### src/rtl/alu_op_sequencer_if.sv
// Control bundle between the hardwired sequencer and the phase-1/phase-2 datapath.
interface alu_op_sequencer_if #(
  parameter int unsigned NUM_REGS = 16,
  parameter int unsigned IR_W     = 32
);

  // Inputs to the sequencer
  logic                Run;
  logic                Mem_ready;
  logic [IR_W-1:0]     IR;

  // Register-file strobes
  logic [NUM_REGS-1:0] Rin;
  logic [NUM_REGS-1:0] Rout;

  // Datapath strobes
  logic                PCout;
  logic                PCin;
  logic                MARin;
  logic                MDRin;
  logic                MDRout;
  logic                IRin;
  logic                IncPC;
  logic                Read;
  logic                Yin;
  logic                Zin;
  logic                Zhighout;
  logic                Zlowout;
  logic                HIin;
  logic                LOin;
  logic [12:0]         Alu_op;

  // Status
  logic                Busy;
  logic                Done;
  logic [1:0]          Fault;

  // Sequencer side
  modport master (
    input  Run, Mem_ready, IR,
    output Rin, Rout,
    output PCout, PCin, MARin, MDRin, MDRout, IRin, IncPC, Read,
    output Yin, Zin, Zhighout, Zlowout, HIin, LOin, Alu_op,
    output Busy, Done, Fault
  );

  // Datapath / environment side
  modport slave (
    output Run, Mem_ready, IR,
    input  Rin, Rout,
    input  PCout, PCin, MARin, MDRin, MDRout, IRin, IncPC, Read,
    input  Yin, Zin, Zhighout, Zlowout, HIin, LOin, Alu_op,
    input  Busy, Done, Fault
  );

endinterface

### src/rtl/alu_op_sequencer.sv
// Hardwired instruction sequencer: fetch, decode and one ALU operation per Run.
module alu_op_sequencer #(
  parameter int unsigned NUM_REGS    = 16,
  parameter int unsigned SEL_W       = 4,
  parameter int unsigned OPC_W       = 5,
  parameter int unsigned IR_W        = 32,
  parameter int unsigned MEM_TIMEOUT = 15
) (
  input  logic                Clock,
  input  logic                Clear,
  alu_op_sequencer_if.master  bus
);

  localparam int unsigned ALU_W  = 13;
  localparam int unsigned CNT_W  = (MEM_TIMEOUT < 2) ? 1 : $clog2(MEM_TIMEOUT + 1);
  localparam int unsigned RA_MSB = IR_W - OPC_W - 1;
  localparam int unsigned RB_MSB = RA_MSB - SEL_W;
  localparam int unsigned RC_MSB = RB_MSB - SEL_W;

  // Alu_op bit positions
  localparam int unsigned A_ADD  = 0;
  localparam int unsigned A_SUB  = 1;
  localparam int unsigned A_SHR  = 2;
  localparam int unsigned A_SHRA = 3;
  localparam int unsigned A_SHL  = 4;
  localparam int unsigned A_ROR  = 5;
  localparam int unsigned A_ROL  = 6;
  localparam int unsigned A_AND  = 7;
  localparam int unsigned A_OR   = 8;
  localparam int unsigned A_MUL  = 9;
  localparam int unsigned A_DIV  = 10;
  localparam int unsigned A_NEG  = 11;
  localparam int unsigned A_NOT  = 12;

  // Opcode encodings
  localparam logic [OPC_W-1:0] OP_ADD  = OPC_W'(5'b00011);
  localparam logic [OPC_W-1:0] OP_SUB  = OPC_W'(5'b00100);
  localparam logic [OPC_W-1:0] OP_AND  = OPC_W'(5'b00101);
  localparam logic [OPC_W-1:0] OP_OR   = OPC_W'(5'b00110);
  localparam logic [OPC_W-1:0] OP_SHR  = OPC_W'(5'b00111);
  localparam logic [OPC_W-1:0] OP_SHRA = OPC_W'(5'b01000);
  localparam logic [OPC_W-1:0] OP_SHL  = OPC_W'(5'b01001);
  localparam logic [OPC_W-1:0] OP_ROR  = OPC_W'(5'b01010);
  localparam logic [OPC_W-1:0] OP_ROL  = OPC_W'(5'b01011);
  localparam logic [OPC_W-1:0] OP_MUL  = OPC_W'(5'b01111);
  localparam logic [OPC_W-1:0] OP_DIV  = OPC_W'(5'b10000);
  localparam logic [OPC_W-1:0] OP_NEG  = OPC_W'(5'b10001);
  localparam logic [OPC_W-1:0] OP_NOT  = OPC_W'(5'b10010);

  typedef enum logic [3:0] {
    S_IDLE,
    S_T0,
    S_T1,
    S_T2,
    S_T3,
    S_T4,
    S_T5,
    S_T6,
    S_DONE,
    S_FAULT
  } state_t;

  // Map an opcode to its one-hot ALU select; zero means illegal opcode.
  function automatic logic [ALU_W-1:0] alu_decode(input logic [OPC_W-1:0] opc);
    logic [ALU_W-1:0] sel;
    sel = '0;
    case (opc)
      OP_ADD:  sel[A_ADD]  = 1'b1;
      OP_SUB:  sel[A_SUB]  = 1'b1;
      OP_AND:  sel[A_AND]  = 1'b1;
      OP_OR:   sel[A_OR]   = 1'b1;
      OP_SHR:  sel[A_SHR]  = 1'b1;
      OP_SHRA: sel[A_SHRA] = 1'b1;
      OP_SHL:  sel[A_SHL]  = 1'b1;
      OP_ROR:  sel[A_ROR]  = 1'b1;
      OP_ROL:  sel[A_ROL]  = 1'b1;
      OP_MUL:  sel[A_MUL]  = 1'b1;
      OP_DIV:  sel[A_DIV]  = 1'b1;
      OP_NEG:  sel[A_NEG]  = 1'b1;
      OP_NOT:  sel[A_NOT]  = 1'b1;
      default: sel = '0;
    endcase
    return sel;
  endfunction

  // A register select is usable only if it names an existing register.
  function automatic logic sel_valid(input logic [SEL_W-1:0] sel);
    return 32'(sel) < NUM_REGS;
  endfunction

  // One-hot register enable for a select field.
  function automatic logic [NUM_REGS-1:0] reg_onehot(input logic [SEL_W-1:0] sel);
    return NUM_REGS'(1) << sel;
  endfunction

  state_t              state_q, state_d;
  logic [CNT_W-1:0]    wait_q, wait_d;
  logic [1:0]          fault_q, fault_d;
  logic [ALU_W-1:0]    alu_q;
  logic [SEL_W-1:0]    ra_q;
  logic [SEL_W-1:0]    rc_q;
  logic                muldiv_q;

  logic [OPC_W-1:0]    ir_opc;
  logic [SEL_W-1:0]    ir_ra;
  logic [SEL_W-1:0]    ir_rb;
  logic [SEL_W-1:0]    ir_rc;
  logic [ALU_W-1:0]    ir_alu;
  logic                ir_unary;
  logic                ir_muldiv;
  logic                ir_legal;
  logic                unused_ir;

  logic [NUM_REGS-1:0] rin_c;
  logic [NUM_REGS-1:0] rout_c;
  logic                pcout_c, pcin_c, marin_c, mdrin_c, mdrout_c, irin_c, incpc_c, read_c;
  logic                yin_c, zin_c, zhighout_c, zlowout_c, hiin_c, loin_c;
  logic [ALU_W-1:0]    alu_op_c;
  logic                busy_c, done_c;

  // Instruction field extraction and decode of the live IR (valid from T3 on).
  assign ir_opc    = bus.IR[IR_W-1 -: OPC_W];
  assign ir_ra     = bus.IR[RA_MSB -: SEL_W];
  assign ir_rb     = bus.IR[RB_MSB -: SEL_W];
  assign ir_rc     = bus.IR[RC_MSB -: SEL_W];
  assign ir_alu    = alu_decode(ir_opc);
  assign ir_unary  = ir_alu[A_NEG] | ir_alu[A_NOT];
  assign ir_muldiv = ir_alu[A_MUL] | ir_alu[A_DIV];
  assign ir_legal  = (|ir_alu)
                   & sel_valid(ir_rb)
                   & (ir_unary  | sel_valid(ir_rc))
                   & (ir_muldiv | sel_valid(ir_ra));
  assign unused_ir = ^bus.IR;

  // State, wait counter, fault code and latched decode.
  always_ff @(posedge Clock) begin
    if (Clear) begin
      state_q  <= S_IDLE;
      wait_q   <= '0;
      fault_q  <= 2'b00;
      alu_q    <= '0;
      ra_q     <= '0;
      rc_q     <= '0;
      muldiv_q <= 1'b0;
    end else begin
      state_q <= state_d;
      wait_q  <= wait_d;
      fault_q <= fault_d;
      if (state_q == S_T3) begin
        alu_q    <= ir_alu;
        ra_q     <= ir_ra;
        rc_q     <= ir_rc;
        muldiv_q <= ir_muldiv;
      end
    end
  end

  // Next-state and per-state strobe decode.
  always_comb begin
    state_d    = state_q;
    wait_d     = wait_q;
    fault_d    = fault_q;
    rin_c      = '0;
    rout_c     = '0;
    pcout_c    = 1'b0;
    pcin_c     = 1'b0;
    marin_c    = 1'b0;
    mdrin_c    = 1'b0;
    mdrout_c   = 1'b0;
    irin_c     = 1'b0;
    incpc_c    = 1'b0;
    read_c     = 1'b0;
    yin_c      = 1'b0;
    zin_c      = 1'b0;
    zhighout_c = 1'b0;
    zlowout_c  = 1'b0;
    hiin_c     = 1'b0;
    loin_c     = 1'b0;
    alu_op_c   = '0;
    done_c     = 1'b0;

    case (state_q)
      S_IDLE: begin
        if (bus.Run) begin
          state_d = S_T0;
          wait_d  = '0;
        end
      end
      S_T0: begin
        pcout_c = 1'b1;
        marin_c = 1'b1;
        incpc_c = 1'b1;
        zin_c   = 1'b1;
        state_d = S_T1;
      end
      S_T1: begin
        // PC load only on the first T1 cycle so a memory wait increments it once.
        zlowout_c = 1'b1;
        pcin_c    = (wait_q == '0);
        read_c    = 1'b1;
        mdrin_c   = 1'b1;
        if (bus.Mem_ready) begin
          state_d = S_T2;
        end else if (wait_q == CNT_W'(MEM_TIMEOUT - 1)) begin
          state_d = S_FAULT;
          fault_d = 2'b10;
        end else begin
          wait_d = wait_q + CNT_W'(1);
        end
      end
      S_T2: begin
        mdrout_c = 1'b1;
        irin_c   = 1'b1;
        state_d  = S_T3;
      end
      S_T3: begin
        if (!ir_legal) begin
          state_d = S_FAULT;
          fault_d = 2'b01;
        end else if (ir_unary) begin
          rout_c   = reg_onehot(ir_rb);
          alu_op_c = ir_alu;
          zin_c    = 1'b1;
          state_d  = S_T5;
        end else begin
          rout_c  = reg_onehot(ir_rb);
          yin_c   = 1'b1;
          state_d = S_T4;
        end
      end
      S_T4: begin
        rout_c   = reg_onehot(rc_q);
        alu_op_c = alu_q;
        zin_c    = 1'b1;
        state_d  = S_T5;
      end
      S_T5: begin
        zlowout_c = 1'b1;
        if (muldiv_q) begin
          loin_c  = 1'b1;
          state_d = S_T6;
        end else begin
          rin_c   = reg_onehot(ra_q);
          state_d = S_DONE;
        end
      end
      S_T6: begin
        zhighout_c = 1'b1;
        hiin_c     = 1'b1;
        state_d    = S_DONE;
      end
      S_DONE: begin
        done_c = 1'b1;
        if (bus.Run) begin
          state_d = S_T0;
          wait_d  = '0;
        end else begin
          state_d = S_IDLE;
        end
      end
      S_FAULT: begin
        state_d = S_FAULT;
      end
      default: begin
        state_d = S_IDLE;
      end
    endcase
  end

  // Busy covers every active state; IDLE and FAULT are the resting states.
  assign busy_c = (state_q != S_IDLE) && (state_q != S_FAULT);

  // Drive the control bundle.
  assign bus.Rin      = rin_c;
  assign bus.Rout     = rout_c;
  assign bus.PCout    = pcout_c;
  assign bus.PCin     = pcin_c;
  assign bus.MARin    = marin_c;
  assign bus.MDRin    = mdrin_c;
  assign bus.MDRout   = mdrout_c;
  assign bus.IRin     = irin_c;
  assign bus.IncPC    = incpc_c;
  assign bus.Read     = read_c;
  assign bus.Yin      = yin_c;
  assign bus.Zin      = zin_c;
  assign bus.Zhighout = zhighout_c;
  assign bus.Zlowout  = zlowout_c;
  assign bus.HIin     = hiin_c;
  assign bus.LOin     = loin_c;
  assign bus.Alu_op   = alu_op_c;
  assign bus.Busy     = busy_c;
  assign bus.Done     = done_c;
  assign bus.Fault    = fault_q;

endmodule

### src/flat_wrapper.sv
// flat-port wrapper written by rule: the top's interface ports become plain ports
module alu_op_sequencer_flat 
#(
  parameter int unsigned NUM_REGS    = 16,
  parameter int unsigned SEL_W       = 4,
  parameter int unsigned OPC_W       = 5,
  parameter int unsigned IR_W        = 32,
  parameter int unsigned MEM_TIMEOUT = 15
)
  (Clock, Clear, bus_Run, bus_Mem_ready, bus_IR, bus_Rin, bus_Rout, bus_PCout, bus_PCin, bus_MARin, bus_MDRin, bus_MDRout, bus_IRin, bus_IncPC, bus_Read, bus_Yin, bus_Zin, bus_Zhighout, bus_Zlowout, bus_HIin, bus_LOin, bus_Alu_op, bus_Busy, bus_Done, bus_Fault);
  alu_op_sequencer_if #(.NUM_REGS(NUM_REGS), .IR_W(IR_W)) bus_i ();
  input  logic Clock;
  input  logic Clear;
  input wire logic [$bits(bus_i.Run)-1:0] bus_Run;
  input wire logic [$bits(bus_i.Mem_ready)-1:0] bus_Mem_ready;
  input wire logic [$bits(bus_i.IR)-1:0] bus_IR;
  output wire logic [$bits(bus_i.Rin)-1:0] bus_Rin;
  output wire logic [$bits(bus_i.Rout)-1:0] bus_Rout;
  output wire logic [$bits(bus_i.PCout)-1:0] bus_PCout;
  output wire logic [$bits(bus_i.PCin)-1:0] bus_PCin;
  output wire logic [$bits(bus_i.MARin)-1:0] bus_MARin;
  output wire logic [$bits(bus_i.MDRin)-1:0] bus_MDRin;
  output wire logic [$bits(bus_i.MDRout)-1:0] bus_MDRout;
  output wire logic [$bits(bus_i.IRin)-1:0] bus_IRin;
  output wire logic [$bits(bus_i.IncPC)-1:0] bus_IncPC;
  output wire logic [$bits(bus_i.Read)-1:0] bus_Read;
  output wire logic [$bits(bus_i.Yin)-1:0] bus_Yin;
  output wire logic [$bits(bus_i.Zin)-1:0] bus_Zin;
  output wire logic [$bits(bus_i.Zhighout)-1:0] bus_Zhighout;
  output wire logic [$bits(bus_i.Zlowout)-1:0] bus_Zlowout;
  output wire logic [$bits(bus_i.HIin)-1:0] bus_HIin;
  output wire logic [$bits(bus_i.LOin)-1:0] bus_LOin;
  output wire logic [$bits(bus_i.Alu_op)-1:0] bus_Alu_op;
  output wire logic [$bits(bus_i.Busy)-1:0] bus_Busy;
  output wire logic [$bits(bus_i.Done)-1:0] bus_Done;
  output wire logic [$bits(bus_i.Fault)-1:0] bus_Fault;
  assign bus_i.Run = bus_Run;
  assign bus_i.Mem_ready = bus_Mem_ready;
  assign bus_i.IR = bus_IR;
  assign bus_Rin = bus_i.Rin;
  assign bus_Rout = bus_i.Rout;
  assign bus_PCout = bus_i.PCout;
  assign bus_PCin = bus_i.PCin;
  assign bus_MARin = bus_i.MARin;
  assign bus_MDRin = bus_i.MDRin;
  assign bus_MDRout = bus_i.MDRout;
  assign bus_IRin = bus_i.IRin;
  assign bus_IncPC = bus_i.IncPC;
  assign bus_Read = bus_i.Read;
  assign bus_Yin = bus_i.Yin;
  assign bus_Zin = bus_i.Zin;
  assign bus_Zhighout = bus_i.Zhighout;
  assign bus_Zlowout = bus_i.Zlowout;
  assign bus_HIin = bus_i.HIin;
  assign bus_LOin = bus_i.LOin;
  assign bus_Alu_op = bus_i.Alu_op;
  assign bus_Busy = bus_i.Busy;
  assign bus_Done = bus_i.Done;
  assign bus_Fault = bus_i.Fault;
  alu_op_sequencer #(.NUM_REGS(NUM_REGS), .SEL_W(SEL_W), .OPC_W(OPC_W), .IR_W(IR_W), .MEM_TIMEOUT(MEM_TIMEOUT)) u_core (.Clock(Clock), .Clear(Clear), .bus(bus_i));
endmodule
### config.mk
export PLATFORM = sky130hd
export DESIGN_NAME = alu_op_sequencer_flat
export DESIGN_NICKNAME = d
export VERILOG_FILES = /design/src/rtl/alu_op_sequencer_if.sv /design/src/rtl/alu_op_sequencer.sv /design/src/flat_wrapper.sv
export SDC_FILE = /design/constraint.sdc
export NUM_CORES = 1
export LEC_CHECK = 0
export ABC_CLOCK_PERIOD_IN_PS = 5470
export CAP_MARGIN = 25
export CORE_MARGIN = 2
export CORE_UTILIZATION = 39
export CTS_BUF_LIST = sky130_fd_sc_hd__clkbuf_4
export DETAILED_ROUTE_END_ITERATION = 10
export GPL_TIMING_DRIVEN = 0
export PLACE_DENSITY = 0.77
export SLEW_MARGIN = 20
export SYNTH_ARGS = -nofsm -noshare
export SYNTH_HDL_FRONTEND = slang
export SYNTH_SLANG_ARGS = --single-unit
### constraint.sdc
create_clock -name Clock -period 5.47 [get_ports Clock]
set_clock_uncertainty 0.2 [all_clocks]
set_input_delay 1.094 -clock Clock [delete_from_list [all_inputs] [get_ports Clock]]
set_output_delay 1.094 -clock Clock [all_outputs]
set_load 0.02 [all_outputs]
==> run_results.csv <==
group,metric,value,unit
route,wl_per_cell,14.03,um
timing,fin_setup_tns,0,ps
clocking,htreeDepth,2,
clocking,path_clk_slew,90,ps
floorplanning,die_x,79.91,um
setup_path,worstPathArrival,3350,ps
power_and_ir_drop,p_leak,1.027,nW
yosys,synth-seq-area-share,28.51,%
clocking,cts_tree,"built",
global_routing,overflow,0,
yosys,syn-instance-count,302,
setup_path,crit_type,"in -> out",
placement,place_area,3128,um2
yosys,synth_cell_types,61,
setup_path,critPathLaunchType,"primary input",
route,wl,6453,um
floorplanning,core.rowCount,27,
placement,portBuffers,79,
route,routed_via_density,5.407,
clocking,cts_buffers,5,
yosys,netlist_area,2247,um2
global_routing,antenna_found_initial,0,
route,via_count,2487,
final_layout,areaGrowthSynthToFinish,41.43,%
run,drv_cap,0,
placement,dp_hpwl,4912,um
timing,timing_hold_violations_final,0,
clocking,cts_resized,0,
final_layout,antenna_cells,0,
timing,finalSetupViolCount,0,
timing,clock.fmax,215.2,MHz
floorplanning,die_y,79.91,um
final_layout,layout-drive-gt1-share,8.763,%
final_layout,design_area,3178,um2
floorplanning,start_util,40.56,%
setup_path,worstPathMaxFanout,8,
global_routing,grt_max_degree,11,
timing,grt_setup_unrepaired,"no",
yosys,ys_ff_latch,32,
yosys,ys.flop_type,"dfxtp_1",
power_and_ir_drop,powerDensity,178.6,nW/um2
worst_hold_path,hp-class,"reg -> reg",
yosys,syn_avg_cell_area,7.441,um2
setup_path,critPathCaptureType,"output pin",
power_and_ir_drop,peakVddDrop,106.8,uV
floorplanning,core-area,5540,um2
timing,worst_pin_slew,507.9,ps
yosys,synth_async_sr_flop_share,0,%
clocking,cts_post_setup_buffers_inserted,0,
clocking,clkLatencyLatePin,340,ps
yosys,yosysWarnings,0,
yosys,yosysTopAreaCellShare,28.51,%
timing,final_max_slew_viol_count,0,
floorplanning,design.portCount,99,
timing,slew-limit-headroom,66.14,%
route,first_pass_iters,4,
timing,period_needed,4647,ps
clocking,cts_root_buf,"clkbuf_4",
global_routing,grt_pass1_wl,10400,um
clocking,ctsHoldBuffers,0,
yosys,synth_top_area_cell,"dfxtp_1",
route,drt_iter0_drc,136,
placement,place_congestion,0.8747,
route,drc,0,
clocking,cts_sinks,32,
final_layout,fin_nets,427,
floorplanning,die_area,6385,um2
yosys,synthTopCellsByArea,"dfxtp_1, nor2_1, nand2_1, a21oi_1, and2_1",
clocking,clockBufferDepth,2,
timing,finalCritPeriodShare,84.96,%
setup_path,cp.required,4180,ps
outcome,status,"complete, no violations",
yosys,syn_nets,341,
yosys,synth_edf_count,0,
final_layout,fill_cells,543,
route,ant_nets,0,
global_routing,track_usage,20.61,%
global_routing,grt_pass1_vias,2294,
## sequential cells by signal, summed over array words and instances (netlist names)
| register | cells |
|---|---|
| u_core.alu_q | 13 |
| u_core.bus.Fault | 2 |
| u_core.muldiv_q | 1 |
| u_core.ra_q | 4 |
| u_core.rc_q | 4 |
| u_core.state_q | 4 |
| u_core.wait_q | 4 |
## power breakdown
group	internal (mW)	total (mW)	switching (mW)	leakage [nW]
logic	0.0854	0.194	0.109	0.737
registers	0.238	0.242	0.00384	0.258
clock network	0.0522	0.131	0.0787	0.0315
## final timing paths
kind,startpoint,end,slack (ps),cells after the start
worst max register to register,u_core.state_q[1],u_core.alu_q[6],3320,7
worst min register to register,u_core.bus.Fault[0],u_core.bus.Fault[0],260,2
worst max-delay path,bus_IR[29],bus_Rout[3],820,6
worst min-delay path,u_core.bus.Fault[0],u_core.bus.Fault[0],260,2
## final cells by class
type / instances / area [um2] / area share (%)
multi-input cells: 234 / 1426 / 44.88
repair buffers: 79 / 790.8 / 24.88
flip-flops and latches: 32 / 640.6 / 20.16
plain buffers: 26 / 142.6 / 4.488
well taps: 72 / 90.09 / 2.835
clock buffers: 6 / 45.04 / 1.417
inverters: 10 / 37.54 / 1.181
clock inverters: 1 / 5.005 / 0.1575
## per-stage QoR
step	setup WS (ps)	util, %	hold WS (ps)	cells	power (mW)
detailed placement	842.5	56.46	246.6	453	0.4404
global placement	876.5	56.46	242.8	453	0.4373
finish	822.8	57.36	258.9	460	0.5676
CTS	846.0	57.36	265.5	460	0.5713
global route	686.1	57.36	300.3	460	0.6006
floorplan	1726	-	236.6	302	0.3683
## critical path, cell delays in order
cell	delay [ps]
clkdlybuf4s50_1	670
nand2b_1	180
a21oi_2	290
a22oi_1	210
o32ai_1	260
clkdlybuf4s50_1	650
## Yosys cell counts, drive strengths merged, types with 2 or more instances
master	number
a32oi	3
o31ai	2
a21oi	19
or3	5
o22ai	10
xor2	2
a22oi	9
inv	10
o32ai	3
ha	3
nand4	4
nand2	35
a211oi	2
nor3	12
mux2i	2
o21ai	10
nand3	7
nor4b	4
and2	12
nand4b	2
dfxtp	32
a31oi	2
nor2	39
nor3b	2
nand3b	3
nand2b	12
nor4	4
nor2b	7
buf	16
or4b	2
clkbuf	10
## layout by cell type, fill, tap and decap left out, types with 4 or more instances in the layout
master and count:
nor2_1 39, o21ai_0 6, a22oi_1 8, nand4_1 4, dfxtp_1 32, nor2b_1 7, o22ai_1 10, clkbuf_4 6
or3_1 5, buf_1 5, nand2b_1 12, buf_4 5, nand3_1 7, nor4_1 4, nor3_1 9, and2_1 12
a21oi_1 18, clkdlybuf4s50_1 79, clkbuf_1 10, nand2_1 35, o21ai_1 4, inv_1 10
## logic make-up (layout without fill, tap and decap cells)
group / count (synthesis) / after routing / share of synthesized area [%]
xor+xnor: 3 / 3 / 1.169
mux: 2 / 2 / 0.8909
fa+ha+maj: 3 / 3 / 1.671
simple gates: 156 / 156 / 38.25
compound gates: 70 / 70 / 21.49
flops: 32 / 32 / 28.51
buf+inv: 36 / 122 / 8.018
## metal layers
| layer | up-vias | track usage (%) | share of wire, % |
|---|---|---|---|
| met2 | 92 | 33.50 | 46 |
| met5 | - | 0 | 0 |
| met1 | 1132 | 26.65 | 45 |
| li1 | 1252 | - | - |
| met4 | 0 | 10.00 | 2.1 |
| met3 | 11 | 2.828 | 6.7 |
Note: power is estimated with default switching activity, not from simulation.
